**src/rtl/if_fetch_stage_pkg.sv**
```systemverilog
// Shared types and constants for the instruction-fetch stage and its IF/ID register.
package if_fetch_stage_pkg;

  localparam int unsigned XLEN = 32;

  typedef enum logic {
    ST_REQ  = 1'b0,
    ST_HOLD = 1'b1
  } fetch_state_e;

  localparam logic [XLEN-1:0] PC_INCR = 32'd4;
  localparam logic [XLEN-1:0] NOP     = 32'h0000_0000;

  // Payload carried by the IF/ID register and the skid buffer.
  typedef struct packed {
    logic [XLEN-1:0] instr;
    logic [XLEN-1:0] pc_plus4;
  } if_id_t;

  localparam if_id_t IF_ID_RESET = '{instr: NOP, pc_plus4: '0};

endpackage

```
**src/rtl/if_fetch_stage_if_id_reg.sv**
```systemverilog
// IF/ID pipeline register: load, hold, or kill (clear valid while data holds).
module if_id_reg
  import if_fetch_stage_pkg::*;
(
  input  logic   clk,
  input  logic   rst,
  input  logic   load_i,
  input  logic   kill_i,
  input  if_id_t data_i,
  output logic   valid_o,
  output if_id_t data_o
);

  logic   valid_q;
  if_id_t data_q;

  // kill takes priority over load; neither means hold.
  always_ff @(posedge clk) begin
    if (rst) begin
      valid_q <= 1'b0;
      data_q  <= IF_ID_RESET;
    end else if (kill_i) begin
      valid_q <= 1'b0;
    end else if (load_i) begin
      valid_q <= 1'b1;
      data_q  <= data_i;
    end
  end

  assign valid_o = valid_q;
  assign data_o  = data_q;

endmodule

```
**src/rtl/if_fetch_stage.sv**
```systemverilog
// MIPS instruction-fetch stage: owns the PC, an imem request FSM with a one-word
// skid buffer for words that land during a stall, and the IF/ID register.
module if_fetch_stage
  import if_fetch_stage_pkg::*;
#(
  parameter logic [31:0] RESET_PC = 32'h0000_0000
) (
  input  logic        clk,
  input  logic        rst,
  input  logic        stall,
  input  logic        pc_src,
  input  logic [31:0] next_pc,
  output logic [31:0] pc_plus4,
  output logic        imem_req,
  output logic [31:0] imem_addr,
  input  logic        imem_ready,
  input  logic [31:0] imem_rdata,
  output logic        if_valid,
  output logic [31:0] if_instr,
  output logic [31:0] if_pc_plus4
);

  fetch_state_e state_q, state_d;
  logic [31:0]  pc_q, pc_d;
  if_id_t       skid_q, skid_d;

  logic   fetch_done;
  logic   id_load;
  logic   id_kill;
  if_id_t id_data;
  if_id_t id_out;

  assign pc_plus4   = pc_q + PC_INCR;
  assign imem_addr  = pc_q;
  assign imem_req   = ~rst & (state_q == ST_REQ);
  assign fetch_done = imem_req & imem_ready;

  always_ff @(posedge clk) begin
    if (rst) begin
      state_q <= ST_REQ;
      pc_q    <= RESET_PC;
      skid_q  <= IF_ID_RESET;
    end else begin
      state_q <= state_d;
      pc_q    <= pc_d;
      skid_q  <= skid_d;
    end
  end

  // Redirect beats stall; a word landing under stall is parked until release.
  always_comb begin
    state_d = state_q;
    pc_d    = pc_q;
    skid_d  = skid_q;
    id_load = 1'b0;
    id_kill = 1'b0;
    id_data = '{instr: imem_rdata, pc_plus4: pc_plus4};

    if (pc_src) begin
      pc_d    = next_pc;
      id_kill = 1'b1;
      skid_d  = IF_ID_RESET;
      state_d = ST_REQ;
    end else if (stall) begin
      if (fetch_done) begin
        skid_d  = '{instr: imem_rdata, pc_plus4: pc_plus4};
        state_d = ST_HOLD;
      end
    end else begin
      unique case (state_q)
        ST_REQ: begin
          if (fetch_done) begin
            id_load = 1'b1;
            pc_d    = next_pc;
          end else begin
            id_kill = 1'b1;
          end
        end
        ST_HOLD: begin
          id_load = 1'b1;
          id_data = skid_q;
          pc_d    = next_pc;
          state_d = ST_REQ;
        end
        default: state_d = ST_REQ;
      endcase
    end
  end

  if_id_reg u_if_id_reg (
    .clk     (clk),
    .rst     (rst),
    .load_i  (id_load),
    .kill_i  (id_kill),
    .data_i  (id_data),
    .valid_o (if_valid),
    .data_o  (id_out)
  );

  assign if_instr    = id_out.instr;
  assign if_pc_plus4 = id_out.pc_plus4;

endmodule
```
**config.mk**
```make
export PLATFORM = sky130hd
export DESIGN_NAME = if_fetch_stage
export DESIGN_NICKNAME = d
export VERILOG_FILES = /design/src/rtl/if_fetch_stage_pkg.sv /design/src/rtl/if_fetch_stage_if_id_reg.sv /design/src/rtl/if_fetch_stage.sv
export SDC_FILE = /design/constraint.sdc
export NUM_CORES = 1
export LEC_CHECK = 0
export BUFFER_PORTS_ARGS = -buffer_cell sky130_fd_sc_hd__clkbuf_2
export CORE_ASPECT_RATIO = 0.8
export CORE_MARGIN = 1.5
export CORE_UTILIZATION = 40
export CTS_CLUSTER_SIZE = 25
export DETAILED_ROUTE_END_ITERATION = 6
export PLACE_DENSITY = 0.75
export SYNTH_ARGS = -nofsm -noshare
export SYNTH_HDL_FRONTEND = slang
export SYNTH_SLANG_ARGS = --single-unit
```
**constraint.sdc**
```tcl
create_clock -name clk -period 4.2 [get_ports clk]
set_clock_uncertainty 0.05 [all_clocks]
set_input_delay 0.21 -clock clk [delete_from_list [all_inputs] [get_ports clk]]
set_output_delay 0.21 -clock clk [all_outputs]
set_load 0.02 [all_outputs]
```
==> results.md, run 1 <==
- Top Layer Used: met4
- Final setup fails: 0
- Main flop type after synthesis: dfxtp_1
- Yosys top cell area share: 47.01%
- DRC: 0
- Number of global-route vias before repair: 6392
- Pwr Total: 3.434 mW
- ANT cells: 0
- Worst-path clk slew: 0.06 ns
- Synth unique cells: 48
- Met3 wire len: 1639 um
- Initial Util: 41.28%
- Tmin final: 2.837 ns
- Routed Antenna Nets: 0
- Aggregate global-route resource usage: 23.24%
- CTS Buf Count: 17
- Io pins: 199
- Largest area contributor in the netlist: dfxtp_1
- Routed len/inst: 15.89 um
- Pwr dens: 376.7 mW/mm^2
- CP Max Fanout: 9
- Final Hold Viols: 0
- Hold Crit Endpoint: state_q
- Asr flop ratio synth: 0%
- Core area: 0.01671 sq mm
- Global-route wire length before repair: 33010 um
- HP Start: stall
- Post-layout util: 54.55%
- Resized Gates After CTS: 0
- Worst hold stages: 2
- Final worst-path cycle share: 67.54%
- Chip height: 120.5 um
- Post-Syn Area: 0.006899 sq mm
- Reg2reg start: state_q
- Nets: 1183
- Worst R2R Path Depth: 5
- Largest net degree at the start of global routing: 96
- Synth top area cells: dfxtp_1, nand2_1, a21oi_1
- Fmax: 352.5 MHz
- Worst Setup End Kind: primary output
- Commonest non-fill, non-tap cells in the layout: nand2_1, clkbuf_2, dfxtp_1
- Reg2reg end: u_if_id_reg.data_o[39]
- Synthesized flop and latch total: 162
- Startpoint types: flop
- R2r setup slk: 1.45 ns
- Chip width: 149.8 um
- Row cnt: 42
- Worst min path class: in2reg
- DRT iter0 DRCs: 467
- Number of flops mapped to enable cells by yosys: 0
- CTS root buf: clkbuf_16
- DR pass1 iterations: 5
- CTS tree: done
- CTS sink cnt: 162
- TNS Setup: 0 ns
- # Max-Cap Violations: 0
- Leakage power: 3.777 nW
- Crit path DAT: 2.58 ns
- Crit Path Category: reg2out
- Actual slew at the worst max-slew pin: 1.081 ns
- Yosys Warn Count: 0
- Area grow syn2layout: 32.14%
- Max-slew headroom: 27.92%
- Vias/cell: 5.313
- Final WL: 21350 um
- Layout cell share with drive strength beyond 1: 22.35%
- Non-Filler Instances: 1343
- Clk_lat worst skew: 0.42 ns
- Grt total ovfl: 0
- Antenna violations before repair: 0
- Syn_nets: 965
- Met1 WL: 9662 um
- Post-DP HPWL: 13800 um
- CTS H-tree depth: 4
- Post-synthesis sequential area ratio: 47.01%
- Clock buffer depth: 2
- Unrepaired setup endpoints after global routing: false
- PortBufs: 198
- Commonest non-fill, non-tap cell in the layout: nand2_1
- Maximum VDD drop: 0.0002337 V
- Die area: 0.01805 sq mm
- Post-Synthesis Cells: 895
- Gpl congestion: 0.8718
- Synth Area per Inst: 7.709 sq um
- Max-slew violations: 0
- Status: complete, no violations
- Post CTS Setup Buffer Count: 0
- Metal2 WL: 9772 um
- Vias: 7135
- Crit path required time: 3.94 ns
- Placed cell count: 1250
==> through the flow <==
step / area, sq um / setup WS, ns / hold slack (ns)
floorplan: 6899 / 2.063 / 0.2960
global placement: 7966 / 1.630 / 0.3791
detailed placement: 7966 / 1.536 / 0.3813
CTS: 9116 / 1.337 / 0.1320
global route: 9116 / 1.138 / 0.1473
finish: 9116 / 1.363 / 0.1448
==> cells by family after synthesis <==
group / Yosys count / synth area share (%)
buffers and inverters: 82 / 4.770
XOR/XNOR: 21 / 2.666
AO/OA/AOI/OAI: 201 / 18.14
flip-flops: 162 / 47.01
multiplexers: 2 / 0.3083
adder cells (fa/ha/maj): 1 / 0.1813
AND/OR/NAND/NOR: 426 / 26.93
==> area by class of cell <==
class	count	area [sq um]
repair buffers	270	1694
well taps	220	275.3
inverters	11	41.29
clock buffers	20	446.7
multi-input cells	651	3353
clock inverters	9	62.56
fillers	1557	7595
flip-flops and latches	162	3243
==> flip-flops by register name, summed over array words and instances (netlist names) <==
signal,count
skid_q,64
u_if_id_reg.valid_o,1
u_if_id_reg.data_o,64
state_q,1
imem_addr,32
==> routing by layer <==
layer	track usage (%)	vias to the layer above
met5	0	-
met4	6.740	0
met3	5.962	21
met2	36.24	254
met1	31.60	3358
li1	-	3502
==> synthesized netlist by cell type (7+ instances only) <==
cell type and instances:
xnor2_1 12, nand3_1 21, dfxtp_1 162, a21oi_1 97, buf_1 8, nor4_1 8
nor2_1 89, xor2_1 9, a311oi_1 36, nand2_1 245, o21a_1 8, inv_1 11
nand4_1 9, nor3_1 14, o221ai_1 7, o21ai_0 24, buf_2 11, clkbuf_1 50
==> critical path, stage by stage, from the launching register on <==
cell	delay, ns
dfxtp_1	0.48
nand4_1	0.39
nor4_1	0.66
nand2_1	0.17
xnor2_1	0.24
clkbuf_2	0.21
==> report_power, final <==
group	leakage [nW]	internal, mW	switching [mW]	total [mW]
clock	0.240	0.760	0.604	1.36
combinational	2.22	0.163	0.266	0.429
sequential	1.32	1.59	0.0543	1.64
==> worst max-delay path by stage <==
stage | slack [ns] | from | end | cells past startpoint
floorplan | 2.06 | imem_addr[2] | u_if_id_reg.data_o[8] | 7
global placement | 1.63 | state_q | u_if_id_reg.data_o[34] | 5
detailed placement | 1.54 | state_q | u_if_id_reg.data_o[35] | 5
CTS | 1.34 | imem_addr[2] | pc_plus4[31] | 5
global route | 1.14 | imem_addr[2] | pc_plus4[31] | 5
finish | 1.36 | imem_addr[2] | pc_plus4[31] | 5
==> repair_timing <==
action | CTS | global route
hold endpoints to repair | 77 | 0
setup endpoints to repair | 0 | 0
hold buffers | 64 | 0
(Power assumes the default switching activity.)
==> inputs of run 2 (changes only) <==
==> constraint.sdc (replaced) <==
create_clock -name clk -period 2.61 [get_ports clk]
set_clock_uncertainty 0.05 [all_clocks]
set_input_delay 0.1305 -clock clk [delete_from_list [all_inputs] [get_ports clk]]
set_output_delay 0.1305 -clock clk [all_outputs]
set_load 0.02 [all_outputs]
==> results.md, run 2 (same netlist as run 1, synthesis figures left out) <==
- Internal power: 4.191 mW (+67%)
- Pwr Total: 5.751 mW (+67%)
- Number of global-route vias before repair: 6622 (+3.6%)
- Antenna violations before repair: 0 (unchanged)
- Clk_lat worst skew: 0.43 ns (about the same)
- Crit path required time: 2.43 ns (-1.51 ns)
- DRT iter0 DRCs: 622 (+33%)
- Status: complete, no violations
- Worst Setup End Kind: primary output
- Tmin final: 2.493 ns
- Post-DP HPWL: 14330 um (+3.8%)
- Die area: 0.01805 sq mm (unchanged)
- Final setup fails: 0 (unchanged)
- Grt total ovfl: 0 (unchanged)
- Final WL: 22010 um (+3.1%)
- DR pass1 iterations: 5 (unchanged)
- Unrepaired setup endpoints after global routing: false
- PortBufs: 198 (unchanged)
- Routed len/inst: 16.17 um (+1.7%)
- Reg power frac: 45.9% (-1.9 points)
- Worst-path clk slew: 0.06 ns (about the same)
- Filler cells: 1543 (-0.90%)
- Design Area, Final: 0.009363 sq mm (+2.7%)
- Worst min path class: in2reg
- CTS tree: done
- CTS root buf: clkbuf_16
- DRC: 0 (unchanged)
- Gate power share: 12.3% (-0.2 points)
- CTS sink cnt: 162 (unchanged)
- Nets: 1198 (+1.3%)
- Clock buffer depth: 2 (unchanged)
- Largest net degree at the start of global routing: 65 (-32%)
- Row cnt: 42 (unchanged)
- CP Max Fanout: 9 (unchanged)
- Initial Util: 41.28% (unchanged)
- Io pins: 199 (unchanged)
- Startpoint types: flop
- Sw Ratio: 27.12% (+0.17 points)
- Max-slew violations: 0 (unchanged)
- Leakage power: 3.888 nW (+3.0%)
- Routed Antenna Nets: 0 (unchanged)
- Core area: 0.01671 sq mm (unchanged)
- Max-slew headroom: 48.32% (+20 points)
- ANT cells: 0 (unchanged)
- CTS Buf Count: 17 (unchanged)
- Fmax: 401.2 MHz
- Final Hold Viols: 0 (unchanged)
- Place WS: 0.3754 ns (-1.161 ns)
- Layout cell share with drive strength beyond 1: 24.36% (+2.0 points)
- Crit Path Category: reg2out
- Net load switching power: 1.560 mW (+69%)
- Global-route wire length before repair: 34430 um (+4.3%)
- Clk pwr share: 41.8% (+2.1 points)
- Chip width: 149.8 um (unchanged)
- Area grow syn2layout: 35.71%
- CTS H-tree depth: 4 (unchanged)
- Chip height: 120.5 um (unchanged)
- Maximum VDD drop: 0.0004069 V (+74%)
- Post-layout util: 56.03% (+1.5 points)
- Actual slew at the worst max-slew pin: 0.7752 ns (-0.3060 ns)
- Gpl congestion: 0.9931 (+14%)
- Vias/cell: 5.332 (+0.36%)
- Pwr dens: 614.3 mW/mm^2 (+63%)
- # Max-Cap Violations: 0 (unchanged)
- Commonest non-fill, non-tap cell in the layout: nand2_1
- Final worst-path cycle share: 95.50%
- Dpl cell area: 0.008089 sq mm (+1.5%)
- Aggregate global-route resource usage: 24.41% (+1.2 points)
- Vias: 7257 (+1.7%)
- Commonest non-fill, non-tap cells in the layout: nand2_1, clkbuf_2, dfxtp_1
- Final WS setup: 0.1174 ns (-1.246 ns)
- Crit path DAT: 2.31 ns (-0.27 ns)
## run 2: cell types whose count changed in the layout (fill, tap and decap cells not counted), moves of 2 or more
cell,before,now
buf_12,0,2
nor4_1,8,6
xor2_1,9,7
nor3_2,0,2
xor2_2,0,2
buf_4,9,22
nor4_2,0,2
nor3_1,14,12
## run 2: metrics by stage
step	cells	TNS, ns	hold WS, ns
after floorplan	895	0	0.2165
final	1361	0	0.03384
after CTS	1359	-0.0008720	0.01817
after detailed placement	1263	0	0.3112
after global placement	1263	0	0.3091
after global routing	1361	0	0.03702
## run 2: final cells by class
| cell class | instances | area [sq um] | share of cell area (%) |
|---|---|---|---|
| tap | 220 | 275.3 | 2.940 |
| clock buffer | 21 | 460.4 | 4.918 |
| timing repair buffer | 285 | 1832 | 19.56 |
| clock inverter | 11 | 102.6 | 1.096 |
| inverter | 11 | 41.29 | 0.4410 |
| sequential | 162 | 3243 | 34.64 |
| multi-input combinational | 651 | 3408 | 36.40 |
## run 2: worst paths after layout
path / startpoint / end / slack (ns) / depth (start not counted)
setup / recovery: imem_addr[7] / pc_plus4[30] / 0.12 / 7
hold / removal: imem_ready / u_if_id_reg.valid_o / 0.03 / 4
hold reg to reg: u_if_id_reg.data_o[17] / u_if_id_reg.data_o[17] / 0.39 / 2
setup reg to reg: imem_addr[2] / u_if_id_reg.data_o[16] / 0.55 / 6
## run 2: power by group through the flow
| stage | Sequential (mW) | Clock [mW] | Combinational [mW] |
|---|---|---|---|
| CTS | 2.64 | 2.44 | 0.702 |
| finish | 2.64 | 2.40 | 0.709 |
| floorplan | 2.74 | 0 | 0.310 |
| global route | 2.65 | 2.54 | 0.769 |
| detailed placement | 2.69 | 0 | 0.624 |
| global placement | 2.69 | 0 | 0.623 |
## run 2: routing by layer
metal  GRT usage, %  part of all wire (%)  vias to the layer above
met5              0                     0                        -
met1          32.41                    44                     3383
met2          37.67                    45                      301
met3          7.057                   8.0                       38
met4          8.640                   2.5                        0
li1               -                     -                     3535
## run 2: repair_timing
action                     CTS  global route
setup endpoints to repair    2            18
pin swaps                    0             2
gates resized for setup      2             9
hold endpoints to repair    96             0
buffers inserted             0             2
hold buffers                64             0
## run 2: critical path, cell delays in order, from the launching register on
cell,delay [ns]
dfxtp_1,0.50
nand4_4,0.26
nor4_4,0.32
buf_4,0.20
nand2_1,0.07
xor2_1,0.30
inv_1,0.07
clkbuf_2,0.16
